<file path="src/rtl/switch_port_tx_if.sv">
// rtl/switch_port_tx_if.sv - host-side command/payload handshakes and switch-side word stream of one ingress port
interface switch_port_tx_if;
  logic        cmd_valid;
  logic        cmd_ready;
  logic [1:0]  cmd_dest;
  logic [5:0]  cmd_len;
  logic        data_valid;
  logic        data_ready;
  logic [31:0] data_word;
  logic        pause;
  logic [32:0] out_word;
  logic        busy;
  logic        cmd_err;
  logic [15:0] pkt_sent;

  modport master (
    output cmd_valid, cmd_dest, cmd_len, data_valid, data_word, pause,
    input  cmd_ready, data_ready, out_word, busy, cmd_err, pkt_sent
  );

  modport slave (
    input  cmd_valid, cmd_dest, cmd_len, data_valid, data_word, pause,
    output cmd_ready, data_ready, out_word, busy, cmd_err, pkt_sent
  );
endinterface

</file>
<file path="src/rtl/switch_port_tx.sv">
// rtl/switch_port_tx.sv - ingress transmitter: header + payload words with sequence number and inter-packet gap
module switch_port_tx #(
  parameter int SRC_PORT = 0,
  parameter int MAX_LEN  = 32,
  parameter int IPG      = 1
) (
  input logic            clk,
  input logic            rst,
  switch_port_tx_if.slave port
);

  localparam int              GW       = (IPG > 1) ? $clog2(IPG + 1) : 1;
  localparam logic [GW-1:0]   GAP_LOAD = GW'(IPG);
  localparam logic [6:0]      MAX_L    = 7'(MAX_LEN);
  localparam logic [1:0]      SRC      = 2'(SRC_PORT);

  typedef enum logic [1:0] {IDLE, PAYLOAD, GAP} state_t;

  // With no gap configured a finished packet returns straight to IDLE.
  localparam state_t END_STATE = (IPG == 0) ? IDLE : GAP;

  state_t        state;
  logic [5:0]    remaining;
  logic [7:0]    seq;
  logic [GW-1:0] gap_cnt;
  logic [15:0]   pkt_cnt;
  logic [32:0]   out_q;
  logic          err_q;
  logic          cmd_hs;
  logic          data_hs;
  logic          oversize;

  assign port.cmd_ready  = !rst && (state == IDLE) && !port.pause;
  assign port.data_ready = !rst && (state == PAYLOAD) && !port.pause;
  assign cmd_hs          = port.cmd_valid && port.cmd_ready;
  assign data_hs         = port.data_valid && port.data_ready;
  assign oversize        = {1'b0, port.cmd_len} > MAX_L;

  assign port.out_word = out_q;
  assign port.cmd_err  = err_q;
  assign port.pkt_sent = pkt_cnt;
  assign port.busy     = (state != IDLE);

  always_ff @(posedge clk or posedge rst) begin
    if (rst) begin
      state     <= IDLE;
      remaining <= '0;
      seq       <= '0;
      gap_cnt   <= '0;
      pkt_cnt   <= '0;
      out_q     <= '0;
      err_q     <= 1'b0;
    end else begin
      // Bubble unless a word is scheduled this cycle.
      out_q <= '0;
      err_q <= 1'b0;
      case (state)
        IDLE: begin
          if (cmd_hs) begin
            if (oversize) begin
              err_q <= 1'b1;
            end else begin
              out_q     <= {1'b1, port.cmd_dest, SRC, port.cmd_len, seq, 14'd0};
              seq       <= seq + 8'd1;
              remaining <= port.cmd_len;
              gap_cnt   <= GAP_LOAD;
              if (port.cmd_len == 6'd0) begin
                pkt_cnt <= pkt_cnt + 16'd1;
                state   <= END_STATE;
              end else begin
                state <= PAYLOAD;
              end
            end
          end
        end
        PAYLOAD: begin
          if (data_hs) begin
            out_q     <= {1'b1, port.data_word};
            remaining <= remaining - 6'd1;
            if (remaining == 6'd1) begin
              pkt_cnt <= pkt_cnt + 16'd1;
              state   <= END_STATE;
            end
          end
        end
        GAP: begin
          if (gap_cnt <= GW'(1)) state <= IDLE;
          else gap_cnt <= gap_cnt - GW'(1);
        end
        default: state <= IDLE;
      endcase
    end
  end

endmodule

</file>
<file path="src/flat_wrapper.sv">
// flat-port wrapper written by rule: the top's interface ports become plain ports
module switch_port_tx_flat 
#(
  parameter int SRC_PORT = 0,
  parameter int MAX_LEN  = 32,
  parameter int IPG      = 1
)
  (clk, rst, port_cmd_valid, port_cmd_dest, port_cmd_len, port_data_valid, port_data_word, port_pause, port_cmd_ready, port_data_ready, port_out_word, port_busy, port_cmd_err, port_pkt_sent);
  switch_port_tx_if port_i ();
  input logic clk;
  input logic rst;
  input wire logic [$bits(port_i.cmd_valid)-1:0] port_cmd_valid;
  input wire logic [$bits(port_i.cmd_dest)-1:0] port_cmd_dest;
  input wire logic [$bits(port_i.cmd_len)-1:0] port_cmd_len;
  input wire logic [$bits(port_i.data_valid)-1:0] port_data_valid;
  input wire logic [$bits(port_i.data_word)-1:0] port_data_word;
  input wire logic [$bits(port_i.pause)-1:0] port_pause;
  output wire logic [$bits(port_i.cmd_ready)-1:0] port_cmd_ready;
  output wire logic [$bits(port_i.data_ready)-1:0] port_data_ready;
  output wire logic [$bits(port_i.out_word)-1:0] port_out_word;
  output wire logic [$bits(port_i.busy)-1:0] port_busy;
  output wire logic [$bits(port_i.cmd_err)-1:0] port_cmd_err;
  output wire logic [$bits(port_i.pkt_sent)-1:0] port_pkt_sent;
  assign port_i.cmd_valid = port_cmd_valid;
  assign port_i.cmd_dest = port_cmd_dest;
  assign port_i.cmd_len = port_cmd_len;
  assign port_i.data_valid = port_data_valid;
  assign port_i.data_word = port_data_word;
  assign port_i.pause = port_pause;
  assign port_cmd_ready = port_i.cmd_ready;
  assign port_data_ready = port_i.data_ready;
  assign port_out_word = port_i.out_word;
  assign port_busy = port_i.busy;
  assign port_cmd_err = port_i.cmd_err;
  assign port_pkt_sent = port_i.pkt_sent;
  switch_port_tx #(.SRC_PORT(SRC_PORT), .MAX_LEN(MAX_LEN), .IPG(IPG)) u_core (.clk(clk), .rst(rst), .port(port_i));
endmodule
</file>
<file path="config.mk">
export PLATFORM = sky130hd
export DESIGN_NAME = switch_port_tx_flat
export DESIGN_NICKNAME = d
export VERILOG_FILES = /design/src/rtl/switch_port_tx_if.sv /design/src/rtl/switch_port_tx.sv /design/src/flat_wrapper.sv
export SDC_FILE = /design/constraint.sdc
export NUM_CORES = 1
export LEC_CHECK = 0
export CORE_MARGIN = 2
export CORE_UTILIZATION = 45
export CTS_CLUSTER_SIZE = 24
export DETAILED_ROUTE_END_ITERATION = 8
export PLACE_DENSITY = 0.89
export SYNTH_ARGS = -nofsm -noshare
export SYNTH_HDL_FRONTEND = slang
export SYNTH_SLANG_ARGS = --single-unit
export TNS_END_PERCENT = 20
</file>
<file path="constraint.sdc">
create_clock -name clk -period 2.31 [get_ports clk]
set_input_delay 0.3465 -clock clk [delete_from_list [all_inputs] [get_ports clk]]
set_output_delay 0.3465 -clock clk [all_outputs]
set_load 0.05 [all_outputs]
</file>
==> results of run 1 <==
placed cells by master, fill, tap and decap left out, types with 3 or more instances in the layout:
cell type	instances
inv_1	3
xnor2_1	19
ha_1	4
clkdlybuf4s50_1	95
nand3_1	13
buf_4	25
clkbuf_8	11
buf_12	3
nand2b_1	3
nor2_1	3
dfrtp_1	66
and3_1	21
and2_1	4
nand4_1	10
nand2_1	12
nor3_1	6
o21ai_0	5
a21oi_1	9
xor2_1	3
a22o_1	12
cell type report:
cell class / count / share of cell area (%)
sequential: 66 / 39.2
timing repair buffer: 123 / 28.5
multi-input combinational: 147 / 24.8
clock buffer: 12 / 3.68
tap: 75 / 2.23
clock inverter: 4 / 1.19
inverter: 5 / 0.446
state kept, by name, indices dropped and copies added, names as in the netlist:
signal and count:
u_core.port.cmd_err 1, u_core.port.pkt_sent 16, u_core.remaining 6, u_core.seq 8, u_core.state 2, u_core.port.out_word 33
power breakdown:
part | internal (mW) | total, mW | switching [mW]
Clock | 0.556 | 0.983 | 0.427
Combinational | 0.368 | 0.833 | 0.465
Sequential | 1.28 | 1.41 | 0.127
per-layer routing:
layer | vias up | wire length (µm) | global-route usage, %
met2 | 84 | 3500 | 35.4
li1 | 1070 | - | -
met1 | 1163 | 2910 | 29.3
met4 | 0 | 127 | 8.00
met5 | - | 0 | 0
met3 | 11 | 323 | 2.61
cell families after synthesis:
family / Yosys count / synth area share [%]
simple gates: 82 / 17.6
flops: 66 / 60.2
compound gates: 37 / 10.2
xor+xnor: 22 / 7.02
buf+inv: 14 / 2.42
fa+ha+maj: 4 / 1.82
mux: 2 / 0.820
Yosys cell counts (4+ instances only):
cell,instances,area [µm²]
clkbuf_1,5,18.8
ha_1,4,50.1
and3_1,21,131
nand3_1,13,65.1
xnor2_1,19,166
nand2_1,12,45.0
nand4_1,10,62.6
nor3_1,6,30.0
dfrtp_1,66,1650
a21oi_1,9,45.0
and2_1,4,25.0
a22o_1,12,105
o21ai_0,5,25.0
inv_1,5,18.8
worst max-delay path: cells and delay by family, from the launching register on:
family / cells / cell delay (ps)
flip-flops: 1 / 490
AND/OR/NAND/NOR: 1 / 330
buffers and inverters: 1 / 700
worst max-delay path by stage:
stage | start | endpoint | slack [ps] | cells past startpoint
finish | u_core.state[0] | port_busy | 120 | 2
global route | u_core.state[0] | port_busy | 60 | 2
CTS | u_core.state[0] | port_busy | 110 | 2
detailed placement | port_cmd_len[1] | u_core.remaining[0] | -100 | 8
global placement | port_cmd_len[1] | u_core.remaining[0] | -70 | 8
floorplan | u_core.state[1] | u_core.port.pkt_sent[3] | 50 | 6
what timing repair did:
item | CTS | global route
setup buffers | 0 | 0
resized for setup | 0 | 1
setup endpoints to repair | 0 | 1
==> results.json, run 1 <==
{
  "status": "finished clean",
  "globalplace.congestion": 0.907,
  "utilization_pct": 71.1,
  "period_share_pct": 94.9,
  "totalWireLength_um": 6870,
  "grt_start_max_net_pins": 35,
  "die_area_um2": 6740,
  "core-area_um2": 5920,
  "multi_input_area_um2": 1040,
  "placed_cell_area_um2": 4010,
  "layout_setup_ws_ps": 117,
  "power.density_nw_per_um2": 766,
  "grt_usage_pct": 21.5,
  "diodes": 0,
  "numCtsBuffers": 9,
  "root_buffer": "clkbuf_8",
  "avgSynthCellArea_um2": 12.1,
  "place_ws_ps": -99.8,
  "clk_pin_slew_ps": 80,
  "die_w_um": 82.1,
  "rsz0062_at_grt": "false",
  "port_buffers": 97,
  "via_count": 2328,
  "num_io_pins": 98,
  "stdcell_count": 432,
  "r2r_cells": 6,
  "dr.pass1.iters": 5,
  "dp_hpwl_um": 5070,
  "grt_antenna_before_repair": 0,
  "clock_skew_ps": 9.25,
  "fp-row-count": 28,
  "regToRegEndpoint": "u_core.port.pkt_sent[12]",
  "max_slew.worst_pin.slew_ps": 546,
  "critPathMaxFanout": 8,
  "max_stage_delay_ps": 700,
  "fin_nets": 401,
  "tritoncts": "yes",
  "power.leakage_nw": 1.92,
  "min_from": "u_core.port.pkt_sent[15]",
  "hold_ws_ps": 484,
  "worst-endpoint-required_ps": 1960,
  "hold_depth": 1,
  "cts-htree-levels": 3,
  "setup_viol": 0,
  "syn_nets": 276,
  "fillers": 409,
  "critPathLaunchType": "register",
  "netlist_area_um2": 2750,
  "synthFlopType": "dfrtp_1",
  "crit_slowest_cell": "clkdlybuf4s50_1",
  "syn2layout_area_growth_pct": 53.4,
  "drive_above_1_share_pct": 15.7,
  "drc": 0,
  "tns_ps": 0,
  "hold_path_end": "u_core.port.pkt_sent[15]",
  "via_per_inst": 5.39,
  "slew_violations": 0,
  "p_total_mw": 3.22,
  "worst-setup-path-type": "register to primary output",
  "regArea_um2": 1650,
  "critPathCaptureType": "primary output",
  "r2r_start": "u_core.state[1]",
  "synth.distinct_cells": 39,
  "timing.fmax_mhz": 456,
  "clk_latency_ps": 330,
  "r2r_slack_ps": 480,
  "relSlewSlack_pct": 63.2,
  "yosysSeqAreaShare_pct": 60.2,
  "synth_warnings": 0,
  "synth-edff-count": 0,
  "hold_buffers": 0,
  "grt_pass1_vias": 2211,
  "fin_crit_ps": 2190,
  "die_h_um": 82.1,
  "drt_iter0_drc": 113,
  "synthCells": 227,
  "cts_max_path_buffers": 2,
  "path_cells": "or2_2 -> clkdlybuf4s50_1",
  "cp.arrival_ps": 1850,
  "max_cap_violations": 0,
  "grt_pass1_wl_um": 10900,
  "hp-class": "register to register",
  "place_inst": 416,
  "hold_violations": 0,
  "start_util_pct": 46.4,
  "cts_sinks": 66,
  "drtAntennaViolNets": 0,
  "async_reset_ff_share_pct": 100,
  "synth-seq-cells": 66,
  "grt_overflow": 0,
  "peakVddDrop_uv": 599,
  "detail_route.wl_per_cell_um": 15.9,
  "stdcell_area_um2": 4210
}
No activity file was read; power rests on OpenSTA's default activity.
==> inputs of run 2 (changes only) <==
Settings changed: HOLD_SLACK_MARGIN set to 0.06.
==> results of run 2 <==
Final layout, timing and power as in run 1 (identical DEF).
==> inputs of run 3 (changes only) <==
Settings changed: RECOVER_POWER set to 100.
==> run 3 against run 2 <==
Compared with the run above: via count down 0.86%; non-clock buffer count stayed put; count of clock-buffer cells in the layout unchanged; sequential cell count stayed put; sequential power is essentially flat; cell count unchanged; largest power group unchanged; critical path depth rose by 2; critical path type is now input pin to primary output; fmax rose by 0.67%; clock skew hardly changed; setup slack improved by 15 ps; power fell by 1.6%; design area shrank 2.0%.
==> results.json, run 3 (synthesized netlist as in run 1, its figures left out) <==
{
  "cts_max_path_buffers": 2,
  "p_sw_share_pct": 31.8,
  "cell_internal_pwr_mw": 2.16,
  "place_inst": 416,
  "root_buffer": "clkbuf_8",
  "power_frac_comb_pct": 24.8,
  "fin_nets": 401,
  "worst-setup-path-type": "input pin to primary output",
  "seq_power_share_pct": 44.2,
  "hold_ws_ps": 481,
  "port_buffers": 97,
  "grt_usage_pct": 21.5,
  "start_util_pct": 46.4,
  "drt_iter0_drc": 97,
  "diodes": 0,
  "dr.pass1.iters": 4,
  "tns_ps": 0,
  "die_h_um": 82.1,
  "cp.arrival_ps": 1830,
  "largest_reg_flops": 33,
  "status": "finished clean",
  "grt_start_max_net_pins": 35,
  "tritoncts": "yes",
  "peakVddDrop_uv": 578,
  "mostFrequentLayoutCell": "dfrtp_1",
  "max_cap_violations": 0,
  "rsz0062_at_grt": "false",
  "hold_violations": 0,
  "clock_skew_ps": 9.47,
  "via_count": 2308,
  "slew_violations": 0,
  "critPathLaunchType": "input pin",
  "dp_hpwl_um": 5070,
  "grt_pass1_wl_um": 10900,
  "numCtsBuffers": 9,
  "period_share_pct": 94.3,
  "globalplace.congestion": 0.907,
  "via_per_inst": 5.34,
  "stdcell_count": 432,
  "drtAntennaViolNets": 0,
  "detail_route.wl_per_cell_um": 15.8,
  "drive_above_1_share_pct": 12.9,
  "setup_viol": 0,
  "die_area_um2": 6740,
  "grt_antenna_before_repair": 0,
  "grt_pass1_vias": 2211,
  "timing.fmax_mhz": 459,
  "critPathCaptureType": "primary output",
  "fillers": 423,
  "worst-endpoint-required_ps": 1960,
  "relSlewSlack_pct": 46.6,
  "p_sw_mw": 1.01,
  "clk_pin_slew_ps": 80,
  "clk_latency_ps": 330,
  "die_w_um": 82.1,
  "num_io_pins": 98,
  "core-area_um2": 5920,
  "cts_sinks": 66,
  "syn2layout_area_growth_pct": 50.3,
  "max_slew.worst_pin.slew_ps": 801,
  "cts-htree-levels": 3,
  "power.leakage_nw": 2.05,
  "critPathMaxFanout": 17,
  "power.density_nw_per_um2": 769,
  "final_cell_mix": "dfrtp_1 (66), dlygate4sd3_1 (51), clkdlybuf4s50_1 (44)",
  "drc": 0,
  "fp-row-count": 28,
  "grt_overflow": 0,
  "utilization_pct": 69.7,
  "hp-class": "register to register",
  "totalWireLength_um": 6840,
  "fin_crit_ps": 2180,
  "p_total_mw": 3.17,
  "pwr-share-clk_pct": 31.0
}
-- run 3: cell count changes in the layout (fill, tap and decap cells not counted), moves of 2 or more --
cell,before,now
clkbuf_4,0,2
clkbuf_2,0,5
clkbuf_1,1,8
buf_12,3,1
clkdlybuf4s50_1,95,44
buf_4,25,13
dlygate4sd3_1,0,51
-- run 3: timing repair --
item | in CTS | in global routing
setup endpoints to repair | 0 | 1
gates resized for setup | 0 | 1
buffers inserted | 0 | 0
hold buffers | 0 | 0
-- run 3: area by class of cell --
cell class              instances  area [µm²]  share of cell area, %
clock buffers                  12         155                   3.76
clock inverters                 4        50.0                   1.21
inverters                       5        18.8                  0.455
multi-input cells             147        1020                   24.8
flip-flops and latches         66        1650                   40.0
well taps                      75        93.8                   2.27
repair buffers                123        1130                   27.5
-- run 3: metrics by stage --
stage	instance area [µm²]	worst slack [ps]
floorplan	2760	46.7
global placement	4010	-71.2
detailed placement	4010	-99.8
CTS	4210	105
global route	4130	44.3
finish	4130	132
-- run 3: critical path, stage by stage --
cell	delay (ps)
dlygate4sd3_1	610
nor4b_4	330
buf_4	240
clkbuf_2	300
-- run 3: metal layers --
metal	GRT usage [%]	share of wire [%]	vias up	routed length, µm
met5	0	0	-	0
met4	8.00	1.8	0	125
met3	2.61	5.4	9	370
met2	35.4	51	85	3500
met1	29.3	42	1144	2840
li1	-	-	1070	-
-- run 3: worst paths after layout --
check                                               from                  endpoint  slack [ps]  depth (start not counted)
worst max-delay path                                 rst           port_data_ready         130                          4
worst min-delay path            u_core.port.pkt_sent[15]  u_core.port.pkt_sent[15]         480                          1
worst max register to register           u_core.state[0]  u_core.port.out_word[14]         310                          5
worst min register to register  u_core.port.pkt_sent[15]  u_core.port.pkt_sent[15]         480                          1
max in group asynchronous                            rst  u_core.port.out_word[18]         990                          3
min in group asynchronous                            rst  u_core.port.pkt_sent[11]         800                          3
-- run 3: power groups by stage --
stage	Sequential, mW	Clock (mW)	Combinational [mW]
2_1_floorplan	1.55	0	0.354
3_3_place_gp	1.42	0	0.806
3_5_place_dp	1.43	0	0.833
4_1_cts	1.40	0.992	0.839
5_1_grt	1.42	1.06	0.868
6_report	1.40	0.982	0.788
